--- src/rtl/fetch_stage.sv ---
// Instruction-fetch stage with IF/ID pipeline register and a single-entry skid buffer.
// Drives the imem request handshake and honours hazard-unit stalls and EX redirects.
module fetch_stage #(
   parameter logic [31:0] RESET_PC = 32'h0000_0000
) (
   input  logic        clk,
   input  logic        rst_n,
   input  logic        pc_WE,
   input  logic        WE_if_id,
   input  logic        flush_if_id,
   input  logic [31:0] branch_target,
   output logic        imem_req,
   output logic [31:0] imem_addr,
   input  logic        imem_ack,
   input  logic [31:0] imem_rdata,
   output logic [31:0] instr_IF_ID,
   output logic [31:0] pc_plus4_IF_ID,
   output logic        valid_IF_ID
);

   typedef enum logic [1:0] {BOOT, FETCH, HOLD, DRAIN} state_t;

   state_t      state_q;
   logic [31:0] pc_q;
   logic [31:0] drainAddr_q;
   logic [31:0] skidInstr_q;
   logic [31:0] skidPc4_q;
   logic [31:0] instr_q;
   logic [31:0] pc4_q;
   logic        valid_q;

   logic        accept;
   logic [31:0] pcPlus4_d;

   assign accept    = pc_WE & WE_if_id;
   assign pcPlus4_d = pc_q + 32'd4;

   // Request lines depend only on state and stored addresses, never on imem_ack.
   assign imem_req  = (state_q == FETCH) || (state_q == DRAIN);
   assign imem_addr = (state_q == DRAIN) ? drainAddr_q : pc_q;

   assign instr_IF_ID    = instr_q;
   assign pc_plus4_IF_ID = pc4_q;
   assign valid_IF_ID    = valid_q;

   always_ff @(posedge clk or negedge rst_n) begin
      if (!rst_n) begin
         state_q     <= BOOT;
         pc_q        <= RESET_PC;
         drainAddr_q <= 32'd0;
         skidInstr_q <= 32'd0;
         skidPc4_q   <= 32'd0;
         instr_q     <= 32'd0;
         pc4_q       <= 32'd0;
         valid_q     <= 1'b0;
      end else begin
         case (state_q)
            BOOT: begin
               state_q <= FETCH;
            end
            FETCH: begin
               if (flush_if_id) begin
                  pc_q    <= branch_target;
                  valid_q <= 1'b0;
                  if (!imem_ack) begin
                     drainAddr_q <= pc_q;
                     state_q     <= DRAIN;
                  end
               end else if (imem_ack) begin
                  if (accept) begin
                     instr_q <= imem_rdata;
                     pc4_q   <= pcPlus4_d;
                     valid_q <= 1'b1;
                     pc_q    <= pcPlus4_d;
                  end else begin
                     skidInstr_q <= imem_rdata;
                     skidPc4_q   <= pcPlus4_d;
                     state_q     <= HOLD;
                  end
               end else if (WE_if_id) begin
                  valid_q <= 1'b0;
               end
            end
            HOLD: begin
               if (flush_if_id) begin
                  pc_q    <= branch_target;
                  valid_q <= 1'b0;
                  state_q <= FETCH;
               end else if (accept) begin
                  instr_q <= skidInstr_q;
                  pc4_q   <= skidPc4_q;
                  valid_q <= 1'b1;
                  pc_q    <= pcPlus4_d;
                  state_q <= FETCH;
               end
            end
            DRAIN: begin
               // The orphaned response is swallowed here; pc already points at the redirect.
               if (flush_if_id) begin
                  pc_q <= branch_target;
               end
               if (flush_if_id || WE_if_id) begin
                  valid_q <= 1'b0;
               end
               if (imem_ack) begin
                  state_q <= FETCH;
               end
            end
            default: begin
               state_q <= BOOT;
            end
         endcase
      end
   end

endmodule

--- config.mk ---
export PLATFORM = sky130hd
export DESIGN_NAME = fetch_stage
export DESIGN_NICKNAME = d
export VERILOG_FILES = /design/src/rtl/fetch_stage.sv
export SDC_FILE = /design/constraint.sdc
export NUM_CORES = 1
export LEC_CHECK = 0
export CAP_MARGIN = 20
export CELL_PAD_IN_SITES_DETAIL_PLACEMENT = 1
export CELL_PAD_IN_SITES_GLOBAL_PLACEMENT = 1
export CORE_MARGIN = 2
export CORE_UTILIZATION = 44
export CTS_CLUSTER_DIAMETER = 120
export DETAILED_ROUTE_END_ITERATION = 10
export PLACE_DENSITY_LB_ADDON = 0.12
export SLEW_MARGIN = 10
export SYNTH_ARGS = -nofsm -noshare
export SYNTH_HDL_FRONTEND = slang
export SYNTH_SLANG_ARGS = --single-unit
--- constraint.sdc ---
create_clock -name clk -period 3.1 [get_ports clk]
set_input_delay 0.775 -clock clk [delete_from_list [all_inputs] [get_ports clk]]
set_output_delay 0.775 -clock clk [all_outputs]
set_load 0.03 [all_outputs]
Word-level counts from Yosys, hierarchy flattened
Index checks and enable logic that the tools add are counted.
{ "classes": {"n_addsub": 1, "multipliers": 0, "n_div": 0, "magnitude_cmp": 0, "eq_ne": 16, "n_shift": 0, "n_mux": 34, "n_bitwise": 4, "n_reduce_logical": 11} }
{ "ops": {"columns": ["operator", "count"], "rows": [
  ["$mux 32", 16],
  ["$pmux 32 s2", 2],
  ["$pmux 32 s3", 1],
  ["$add 32x3->32 const B", 1],
  ["$mux 2", 7],
  ["$ne 2x2->1 const B", 7],
  ["$ne 3x3->1 const B", 4],
  ["$reduce_and 3->1", 3],
  ["$pmux 2 s4", 1],
  ["$mux 1", 6],
  ["$reduce_and 6->1", 1],
  ["$reduce_and 5->1", 1],
  ["$eq 2x2->1 const B", 2],
  ["$ne 4x4->1 const B", 1],
  ["$reduce_and 4->1", 1],
  ["$not 1->1", 3],
  ["$pmux 1 s3", 1],
  ["$reduce_bool 3->1", 1],
  ["$eq 2x1->1 const B", 1],
  ["$logic_not 2->1", 1],
  ["$logic_or 1x1->1", 2],
  ["$ne 2x1->1 const B", 1],
  ["$reduce_bool 2->1", 1],
  ["$and 1x1->1", 1]
]} }
{ "word_totals": {"regBits": 195, "latch_bits": 0, "ramBits": 0, "rom_bits": 0, "output_inout_bits": 98, "word_cells": 74, "mem_count": 0} }

Depth between registers and ports, before layout
Gate-level depths: netlist (run 1).
{ "logic_depth": {"word_depth": 5, "ltp_mapped": 8, "ltp_nobuf": 6} }

Worst setup path before layout (run 1)
Ideal clock, no wire load.
{ "synth_path": {"path_type": "register -> output", "from": "register state_q[1]", "to": "output port imem_addr[10]", "arrival_time_ps": 1392, "required_ps": 2325, "slack_ps": 933, "stages_incl_launch_ff": 5, "path_buffers": 2, "path_cell_list": "dfrtp_1 buf_4 nand2_4 clkbuf_1 mux2_2"} }
{ "synth_between": {"elab_chain_cells": 2} }
{ "synth_lines": {"columns": ["element", "line", "text"], "rows": [
  ["start: declaration", "23", "state_t state_q;"],
  ["start signal: assignment", "48", "state_q <= BOOT;"],
  ["start signal: assignment", "59", "state_q <= FETCH;"],
  ["start signal: assignment", "67", "state_q <= DRAIN;"],
  ["$eq 2x2->1", "40", "assign imem_addr = (state_q == DRAIN) ? drainAddr_q : pc_q;"],
  ["$mux 32", "40", null],
  ["end: declaration", "13", "output logic [31:0] imem_addr,"]
]} }
No other way between the ends.

Final worst setup path (run 1)
{ "layout_path": {"from": "register state_q[0]", "to": "output port imem_addr[31]"} }
The elaborated chain is that of the path after synthesis.

==> impl_metrics.csv, run 1 <==
group,metric,value,unit
run_status,status,"completed",
global_route,antenna_found_initial,0,
cts,cts_resized,0,
timing,min_period,2930,ps
die,die_x,150,µm
critical_path,cp_cell_sequence,"nand2_8 -> mux2_2 -> clkdlybuf4s50_1",
pwr,worst_ir_drop_vdd,0.393,mV
synth,syn_area_per_cell,10.2,µm²
synth,syn_nets,991,
die,core-area,0.0210,mm²
pwr,p_leak,5.04,nW
timing,relSlewSlack,50.3,%
synth,synthMuxAreaShare,13.0,%
die,ioPinCount,168,
global_route,grt_use_met2,37.9,%
synth,synth_edf_count,0,
critical_path,worstSetupPathType,"register to output port",
cts,htree_num_levels,4,
drt,drt-vias-per-instance,5.51,
drt,ant_nets,0,
cts,cts_setup_buffers,0,
global_route,grt_use_met3,3.36,%
drt,drc_errors,0,
cts,ctsHoldBuffers,0,
drt,drtPass1Iterations,4,
layout,drive_gt1_share,17.6,%
drt,routed_wl,25000,µm
pwr,powerDensity,905,mW/mm²
synth,yosys.area_share.simple,14.8,%
global_route,grt_first_pass_wirelength,41000,µm
timing,rsz0062_at_grt,"no",
critical_path,max_stage_delay,600,ps
cts,cts.sinks,195,
critical_path,crit_required,2320,ps
timing,drv_slew,0,
synth,synthAdderAreaFrac,0.133,%
timing,max_freq,342,MHz
global_route,grt.total_usage,23.1,%
cts,cts_tree,"done",
worst_hold_path,worstHoldPathType,"primary input to asynchronous set/reset pin",
critical_path,r2r-start,"pc_q[4]",
synth,yosys_warnings,0,
die,die_h,150,µm
layout,synthToLayoutAreaGrowth,27.8,%
drt,wire_per_inst,18.6,µm
synth,synth-compound-area-share,13.1,%
global_route,grt_pass1_vias,7774,
cts,cts_buffers,17,
placement,portBuffers,167,
die,row_count,53,
drt,num_vias,7407,
placement,dp_hpwl,17500,µm
layout,fin_nets,1128,
timing,post-route-period-util,94.4,%
layout,regArea,0.00488,mm²
timing,hold_violations,0,
placement,gp_congestion,0.835,
critical_path,critical_path_arrival,2150,ps
global_route,grt_max_degree,76,
layout,num_antenna_cells,0,
layout,mostFrequentLayoutCell,"dfrtp_1",
cts,clk_path_buf_depth,2,
timing,worst_pin_slew,745,ps
synth,syn_area,0.00940,mm²
critical_path,rrSetupSlack,800,ps
critical_path,cp-start-kind,"register",
cts,clock_latency,440,ps
synth,synth_top_family_by_area,"simple AND/OR/NAND/NOR gates",
layout,final_cell_mix,"dfrtp_1, clkdlybuf4s50_1, nand2_1",
drt,drt_iter0_markers,327,
die,start_util,44.7,%
synth,synth.distinct_cells,56,
critical_path,ff2ff_path_depth,5,
synth,syn_inst,920,
flow_run,cap_violations,0,
pwr,p_total,10.9,mW
global_route,grt_overflow,0,
critical_path,crit_path_start,"state_q[0]",
synth,synthFlopType,"dfrtp_1",
critical_path,end_kind,"output port",
critical_path,slowest_stage,"clkdlybuf4s50_1",
cts,root_buffer,"clkbuf_16",
synth,synthXorXnorAreaFrac,2.42,%
synth,synth-seq-area-share,51.9,%
critical_path,worst-path-max-fanout,34,
critical_path,regToRegEndpoint,"skidPc4_q[25]",
die,die_area,0.0226,mm²
layout,fillers,2273,
timing,setup_tns,0,ps
layout,multi_input_area,0.00414,mm²
cts,clk_pin_slew,80,ps
timing,setup_violations,0,
timing,skew,16.1,ps
synth,synth_seq_cells,195,
global_route,grt.busiest_layer,"met2",
synth,synth-async-reset-ratio,100,%
global_route,globalRouteMet1Util,32.3,%
-- critical path, delay by kind of cell, from the launching register on --
| family | cells | cell delay, ps |
|---|---|---|
| mux | 1 | 390 |
| simple gates | 1 | 250 |
| buf+inv | 1 | 600 |
| flops | 1 | 450 |
-- through the flow --
stage / setup slack, ps / utilization [%] / cells / hold WS (ps) / cell area [µm²]
6_report: 175 / 57.2 / 1345 / 362 / 12000
3_3_place_gp: 372 / 54.2 / 1313 / 456 / 11400
4_1_cts: 34.9 / 57.1 / 1345 / 376 / 12000
3_5_place_dp: 290 / 54.2 / 1313 / 466 / 11400
2_1_floorplan: 933 / - / 920 / 441 / 9400
5_1_grt: 98.0 / 57.2 / 1345 / 394 / 12000
-- flip-flops by register name, summed over array words and instances, names as in the netlist --
signal	cells
drainAddr_q	32
state_q	2
pc_q	32
pc_plus4_IF_ID	32
skidPc4_q	32
instr_IF_ID	32
skidInstr_q	32
valid_IF_ID	1
-- how the worst max path moves through the flow --
stage / to / slack [ps] / cells past startpoint
3_3_place_gp: pc_plus4_IF_ID[13] / 370 / 5
6_report: imem_addr[31] / 170 / 3
5_1_grt: imem_addr[15] / 100 / 3
3_5_place_dp: pc_plus4_IF_ID[31] / 290 / 5
2_1_floorplan: imem_addr[10] / 930 / 4
4_1_cts: imem_addr[31] / 30 / 3
-- layout make-up --
class,instances,area share [%]
well taps,275,2.86
inverters,7,0.219
repair buffers,199,16.7
clock inverters,15,1.66
multi-input cells,637,34.5
clock buffers,17,3.54
flip-flops and latches,195,40.6
-- power by group --
| group | internal, mW | switching, mW |
|---|---|---|
| registers | 3.53 | 0.714 |
| clock network | 1.12 | 1.19 |
| logic | 1.99 | 2.33 |
| total | 6.64 | 4.24 |
-- metal layers --
metal | vias to the layer above | share of wire (%) | wire length [µm]
met2 | 152 | 47 | 11900
met5 | - | 0 | 0
met4 | 0 | 1.4 | 340
met3 | 25 | 3.6 | 891
li1 | 3508 | - | -
met1 | 3722 | 48 | 11900
-- cell usage after synthesis, types with 12 or more instances --
cell type / instances / share of area (%)
o22ai_1: 15 / 1.0
a21oi_1: 36 / 1.9
nor2_1: 57 / 2.3
nand3_1: 33 / 1.8
dfrtp_1: 195 / 52
nand4_1: 12 / 0.80
o21ai_0: 47 / 2.5
buf_2: 22 / 1.2
mux2_2: 103 / 12
a31oi_1: 44 / 2.9
o211ai_1: 13 / 1.0
clkbuf_1: 38 / 1.5
xor2_1: 16 / 1.5
nand2_1: 157 / 6.3
-- kinds of logic (layout without fill, tap and decap cells) --
| family | Yosys count | in the layout |
|---|---|---|
| fa+ha+maj | 1 | 1 |
| buf+inv | 88 | 238 |
| flops | 195 | 195 |
| mux | 109 | 109 |
| simple gates | 303 | 303 |
| compound gates | 198 | 198 |
| xor+xnor | 26 | 26 |
Power figures use the tool's default switching activity.
==> inputs of run 2 (changes only) <==
- RECOVER_POWER: default -> 100
- SKIP_CTS_REPAIR_TIMING: default -> 1
- SLEW_MARGIN: 10 -> default
==> impl_metrics.csv, run 2 (same netlist as run 1, synthesis figures left out) <==
group,metric,value,unit
run_status,status,"finished with violations",
run_status,violations,"capacitance limit, slew limit",
drt,drt_iter0_markers,308,
timing,whs,474,ps
cts,clock_latency,440,ps
global_route,grt.total_usage,23.1,%
timing,rsz0062_at_grt,"no",
timing,hold_violations,0,
layout,fin_nets,1128,
placement,portBuffers,167,
critical_path,end_kind,"output port",
die,die_h,150,µm
drt,drc_errors,0,
cts,cts_tree,"done",
critical_path,cp_cell_sequence,"nand2_8 -> mux2_2 -> dlygate4sd3_1",
layout,drive_gt1_share,16.4,%
pwr,powerDensity,899,mW/mm²
drt,ant_nets,0,
pwr,power_switching,4.21,mW
drt,wire_per_inst,18.6,µm
timing,setup_tns,0,ps
die,row_count,53,
placement,gp_congestion,0.835,
layout,mostFrequentLayoutCell,"dfrtp_1",
cts,clk_pin_slew,80,ps
pwr,p_int,6.48,mW
critical_path,worst-path-max-fanout,34,
cts,cts_buffers,17,
timing,skew,16.6,ps
critical_path,crit_required,2320,ps
cts,cts.sinks,195,
timing,min_period,2970,ps
die,start_util,44.7,%
timing,max_freq,337,MHz
flow_run,cap_violations,1,
pwr,combPwrFrac,38.9,%
die,die_x,150,µm
timing,worst_pin_slew,1970,ps
critical_path,cp-start-kind,"register",
pwr,p_leak,5.01,nW
timing,post-route-period-util,95.8,%
timing,drv_slew,75,
pwr,seq_power_share,39.6,%
drt,drtPass1Iterations,4,
drt,num_vias,7431,
global_route,grt_max_degree,76,
layout,fillers,2286,
die,core-area,0.0210,mm²
placement,dp_hpwl,17500,µm
layout,num_antenna_cells,0,
global_route,antenna_found_initial,0,
die,die_area,0.0226,mm²
global_route,grt_pass1_vias,7774,
layout,post-route-util,56.6,%
pwr,worst_ir_drop_vdd,0.394,mV
cts,root_buffer,"clkbuf_16",
drt,routed_wl,25000,µm
timing,relSlewSlack,-31.3,%
global_route,grt_first_pass_wirelength,41000,µm
layout,synthToLayoutAreaGrowth,26.4,%
pwr,p_sw_share,39.4,%
timing,setup_violations,0,
critical_path,max_stage_delay,690,ps
critical_path,slowest_stage,"dlygate4sd3_1",
worst_hold_path,worstHoldPathType,"register to register",
critical_path,worstSetupPathType,"register to output port",
global_route,grt_overflow,0,
pwr,pwr-share-clk,21.6,%
cts,clk_path_buf_depth,2,
critical_path,critical_path_arrival,2190,ps
die,ioPinCount,168,
layout,final_cell_mix,"dfrtp_1, nand2_1, mux2_2",
drt,drt-vias-per-instance,5.52,
cts,htree_num_levels,4,
[run 2: final cells by class]
type | count | area [µm²] | area share, %
Sequential cell | 195 | 4880 | 41.0
Multi-Input combinational cell | 637 | 4110 | 34.5
Timing Repair Buffer | 199 | 1910 | 16.0
Clock buffer | 17 | 425 | 3.58
Tap cell | 275 | 344 | 2.89
Clock inverter | 15 | 199 | 1.67
Inverter | 7 | 26.3 | 0.221
[run 2: through the flow]
step	power [mW]	std cells	setup slack, ps	cell area (µm²)
after floorplan	6.84	920	933	9400
after global placement	8.50	1313	372	11400
after detailed placement	8.65	1313	290	11400
after CTS	11.0	1345	34.9	12000
after global routing	11.3	1345	49.2	11900
final	10.7	1345	131	11900
[run 2: path summary, 6_finish.rpt]
path                                     from            endpoint  slack, ps  depth (start not counted)
hold reg to reg            pc_plus4_IF_ID[14]  pc_plus4_IF_ID[14]        470                          2
min in group asynchronous               rst_n      skidInstr_q[1]        880                          1
hold / removal             pc_plus4_IF_ID[14]  pc_plus4_IF_ID[14]        470                          2
max in group asynchronous               rst_n            pc_q[16]        480                          2
setup reg to reg                   state_q[1]   pc_plus4_IF_ID[4]        530                          6
setup / recovery                   state_q[0]       imem_addr[29]        130                          3
[run 2: per-layer routing]
metal  vias up  wire length, µm  GRT usage, %
met3        24              992          3.36
li1       3514                -             -
met4         0              346          5.99
met1      3744            11700          32.3
met2       149            11900          37.9
met5         -                0             0
[run 2: power by group through the flow]
stage	sequential [mW]	clock, mW	combinational, mW
2_1_floorplan	4.74	0	2.10
4_1_cts	4.25	2.34	4.38
5_1_grt	4.38	2.44	4.49
6_report	4.23	2.30	4.15
3_3_place_gp	4.24	0	4.26
3_5_place_dp	4.30	0	4.35
[run 2: critical path, delay by kind of cell, from the launching register on]
family	cells	cell delay, ps
DFF	1	450
and+or+nand+nor	1	250
muxes	1	370
buffers and inverters	1	690
==> inputs of run 3 (changes only) <==
- CORE_MARGIN: 2 -> 4
==> impl_metrics.csv, run 3 (same netlist as run 1, synthesis figures left out) <==
group,metric,value,unit
die,start_util,44.7,%
drt,drt-vias-per-instance,5.54,
drt,routed_wl,26000,µm
layout,multi_input_area,0.00408,mm²
critical_path,cp_num_buf_inv,1,
layout,mostFrequentLayoutCell,"dfrtp_1",
timing,max_freq,340,MHz
layout,fin_nets,1125,
die,ioPinCount,168,
critical_path,regToRegEndpoint,"instr_IF_ID[12]",
layout,fin_area,0.0118,mm²
timing,min_period,2940,ps
critical_path,cp_top_family,"buffers and inverters",
cts,root_buffer,"clkbuf_16",
cts,cts_buffers,17,
cts,clock_latency,430,ps
drt,wl_met2,12300,µm
global_route,grt_pass1_vias,7853,
layout,synthToLayoutAreaGrowth,25.4,%
cts,cts_tree,"done",
global_route,grt_first_pass_wirelength,42400,µm
critical_path,end_kind,"output port",
critical_path,worst-path-max-fanout,34,
drt,wl_met1,12300,µm
die,die_x,154,µm
timing,skew,11.5,ps
placement,postPlaceCellArea,0.0114,mm²
critical_path,crit_path_start,"state_q[0]",
timing,drv_slew,0,
critical_path,ff2ff_path_depth,6,
layout,num_antenna_cells,0,
critical_path,max_stage_delay,590,ps
critical_path,crit_end,"imem_addr[5]",
drt,ant_nets,0,
timing,setup_violations,0,
cts,htree_num_levels,4,
drt,wire_per_inst,19.3,µm
timing,setup_tns,0,ps
placement,gp_congestion,0.842,
drt,wl_met3,900,µm
critical_path,worstSetupPathType,"register to output port",
drt,drt_iter0_markers,360,
drt,top_layer,"met4",
critical_path,cp-start-kind,"register",
critical_path,slowest_stage,"clkdlybuf4s50_1",
cts,clk_path_buf_depth,2,
global_route,grt.total_usage,22.0,%
critical_path,r2r-start,"state_q[1]",
worst_hold_path,worstHoldPathType,"register to register",
timing,rsz0062_at_grt,"no",
drt,drtPass1Iterations,4,
timing,worst_pin_slew,1440,ps
cts,clk_pin_slew,70,ps
global_route,antenna_found_initial,0,
pwr,powerDensity,910,mW/mm²
critical_path,critical_path_arrival,2170,ps
global_route,grt_max_degree,55,
cts,cts.sinks,195,
die,row_count,53,
placement,dp_hpwl,18400,µm
placement,placed_cells,1310,
critical_path,rrSetupSlack,580,ps
timing,post-route-period-util,95.0,%
drt,drc_errors,0,
placement,portBuffers,167,
timing,whs,478,ps
layout,regArea,0.00488,mm²
timing,relSlewSlack,3.91,%
die,die_h,154,µm
timing,hold_violations,0,
critical_path,path_depth,3,
drt,num_vias,7436,
layout,fillers,2271,
run_status,status,"completed",
critical_path,cp_cell_sequence,"nand2_8 -> mux2_2 -> clkdlybuf4s50_1",
critical_path,crit_required,2320,ps
pwr,worst_ir_drop_vdd,0.408,mV
layout,drive_gt1_share,15.8,%
die,core-area,0.0210,mm²
flow_run,cap_violations,0,
global_route,grt_overflow,0,
layout,final_cells,1342,
die,die_area,0.0238,mm²
layout,final_cell_mix,"dfrtp_1, nand2_1, mux2_2",
pwr,p_leak,4.95,nW
-- run 3: cell count changes in the layout (fill, tap and decap cells not counted), sizes merged --
cell	previous run	this run
clkbuf	29	32
clkinvlp	0	2
buf	21	16
bufinv	0	2
clkinv	6	3
clkdlybuf4s50	98	99
dlygate4sd3	68	67
inv	16	14
-- run 3: cell type report --
| cell class | count | area share, % |
|---|---|---|
| clock buffer | 18 | 3.72 |
| clock inverter | 14 | 1.43 |
| inverter | 7 | 0.223 |
| multi-input combinational | 637 | 34.6 |
| sequential | 195 | 41.4 |
| tap | 275 | 2.92 |
| timing repair buffer | 196 | 15.7 |
-- run 3: worst min-delay path by stage --
| stage | slack (ps) | startpoint | cells after the start | end |
|---|---|---|---|---|
| floorplan | 440 | skidPc4_q[15] | 2 | skidPc4_q[15] |
| global placement | 450 | skidPc4_q[15] | 2 | skidPc4_q[15] |
| detailed placement | 460 | skidPc4_q[11] | 2 | skidPc4_q[11] |
| CTS | 310 | rst_n | 1 | instr_IF_ID[2] |
| global route | 500 | skidPc4_q[10] | 2 | skidPc4_q[10] |
| finish | 480 | skidPc4_q[10] | 2 | skidPc4_q[10] |
-- run 3: metrics by stage --
stage          utilization, %  worst slack, ps  power (mW)
6_report                 56.1              156        10.7
5_1_grt                  56.1             63.5        11.3
4_1_cts                  57.0             41.2        11.0
3_5_place_dp             54.1              327        8.68
3_3_place_gp             54.1              392        8.50
2_1_floorplan               -              933        6.84
-- run 3: power breakdown --
part           total (mW)  internal, mW  switching [mW]
clock network        2.31          1.24            1.06
registers            4.25          3.53           0.720
logic                4.16          1.82            2.34
total                10.7          6.60            4.13
-- run 3: worst reg2reg max path: cells and delay by family (launching register included) --
kind / cells / cell delay, ps
and+or+nand+nor: 2 / 500
buffers and inverters: 2 / 980
AOI/OAI and AO/OA: 2 / 500
DFF: 1 / 450
-- run 3: metal layers --
layer	GRT usage [%]	up-vias
li1	-	3507
met1	31.1	3758
met2	35.9	149
met3	3.19	22
met4	5.80	0
met5	0	-
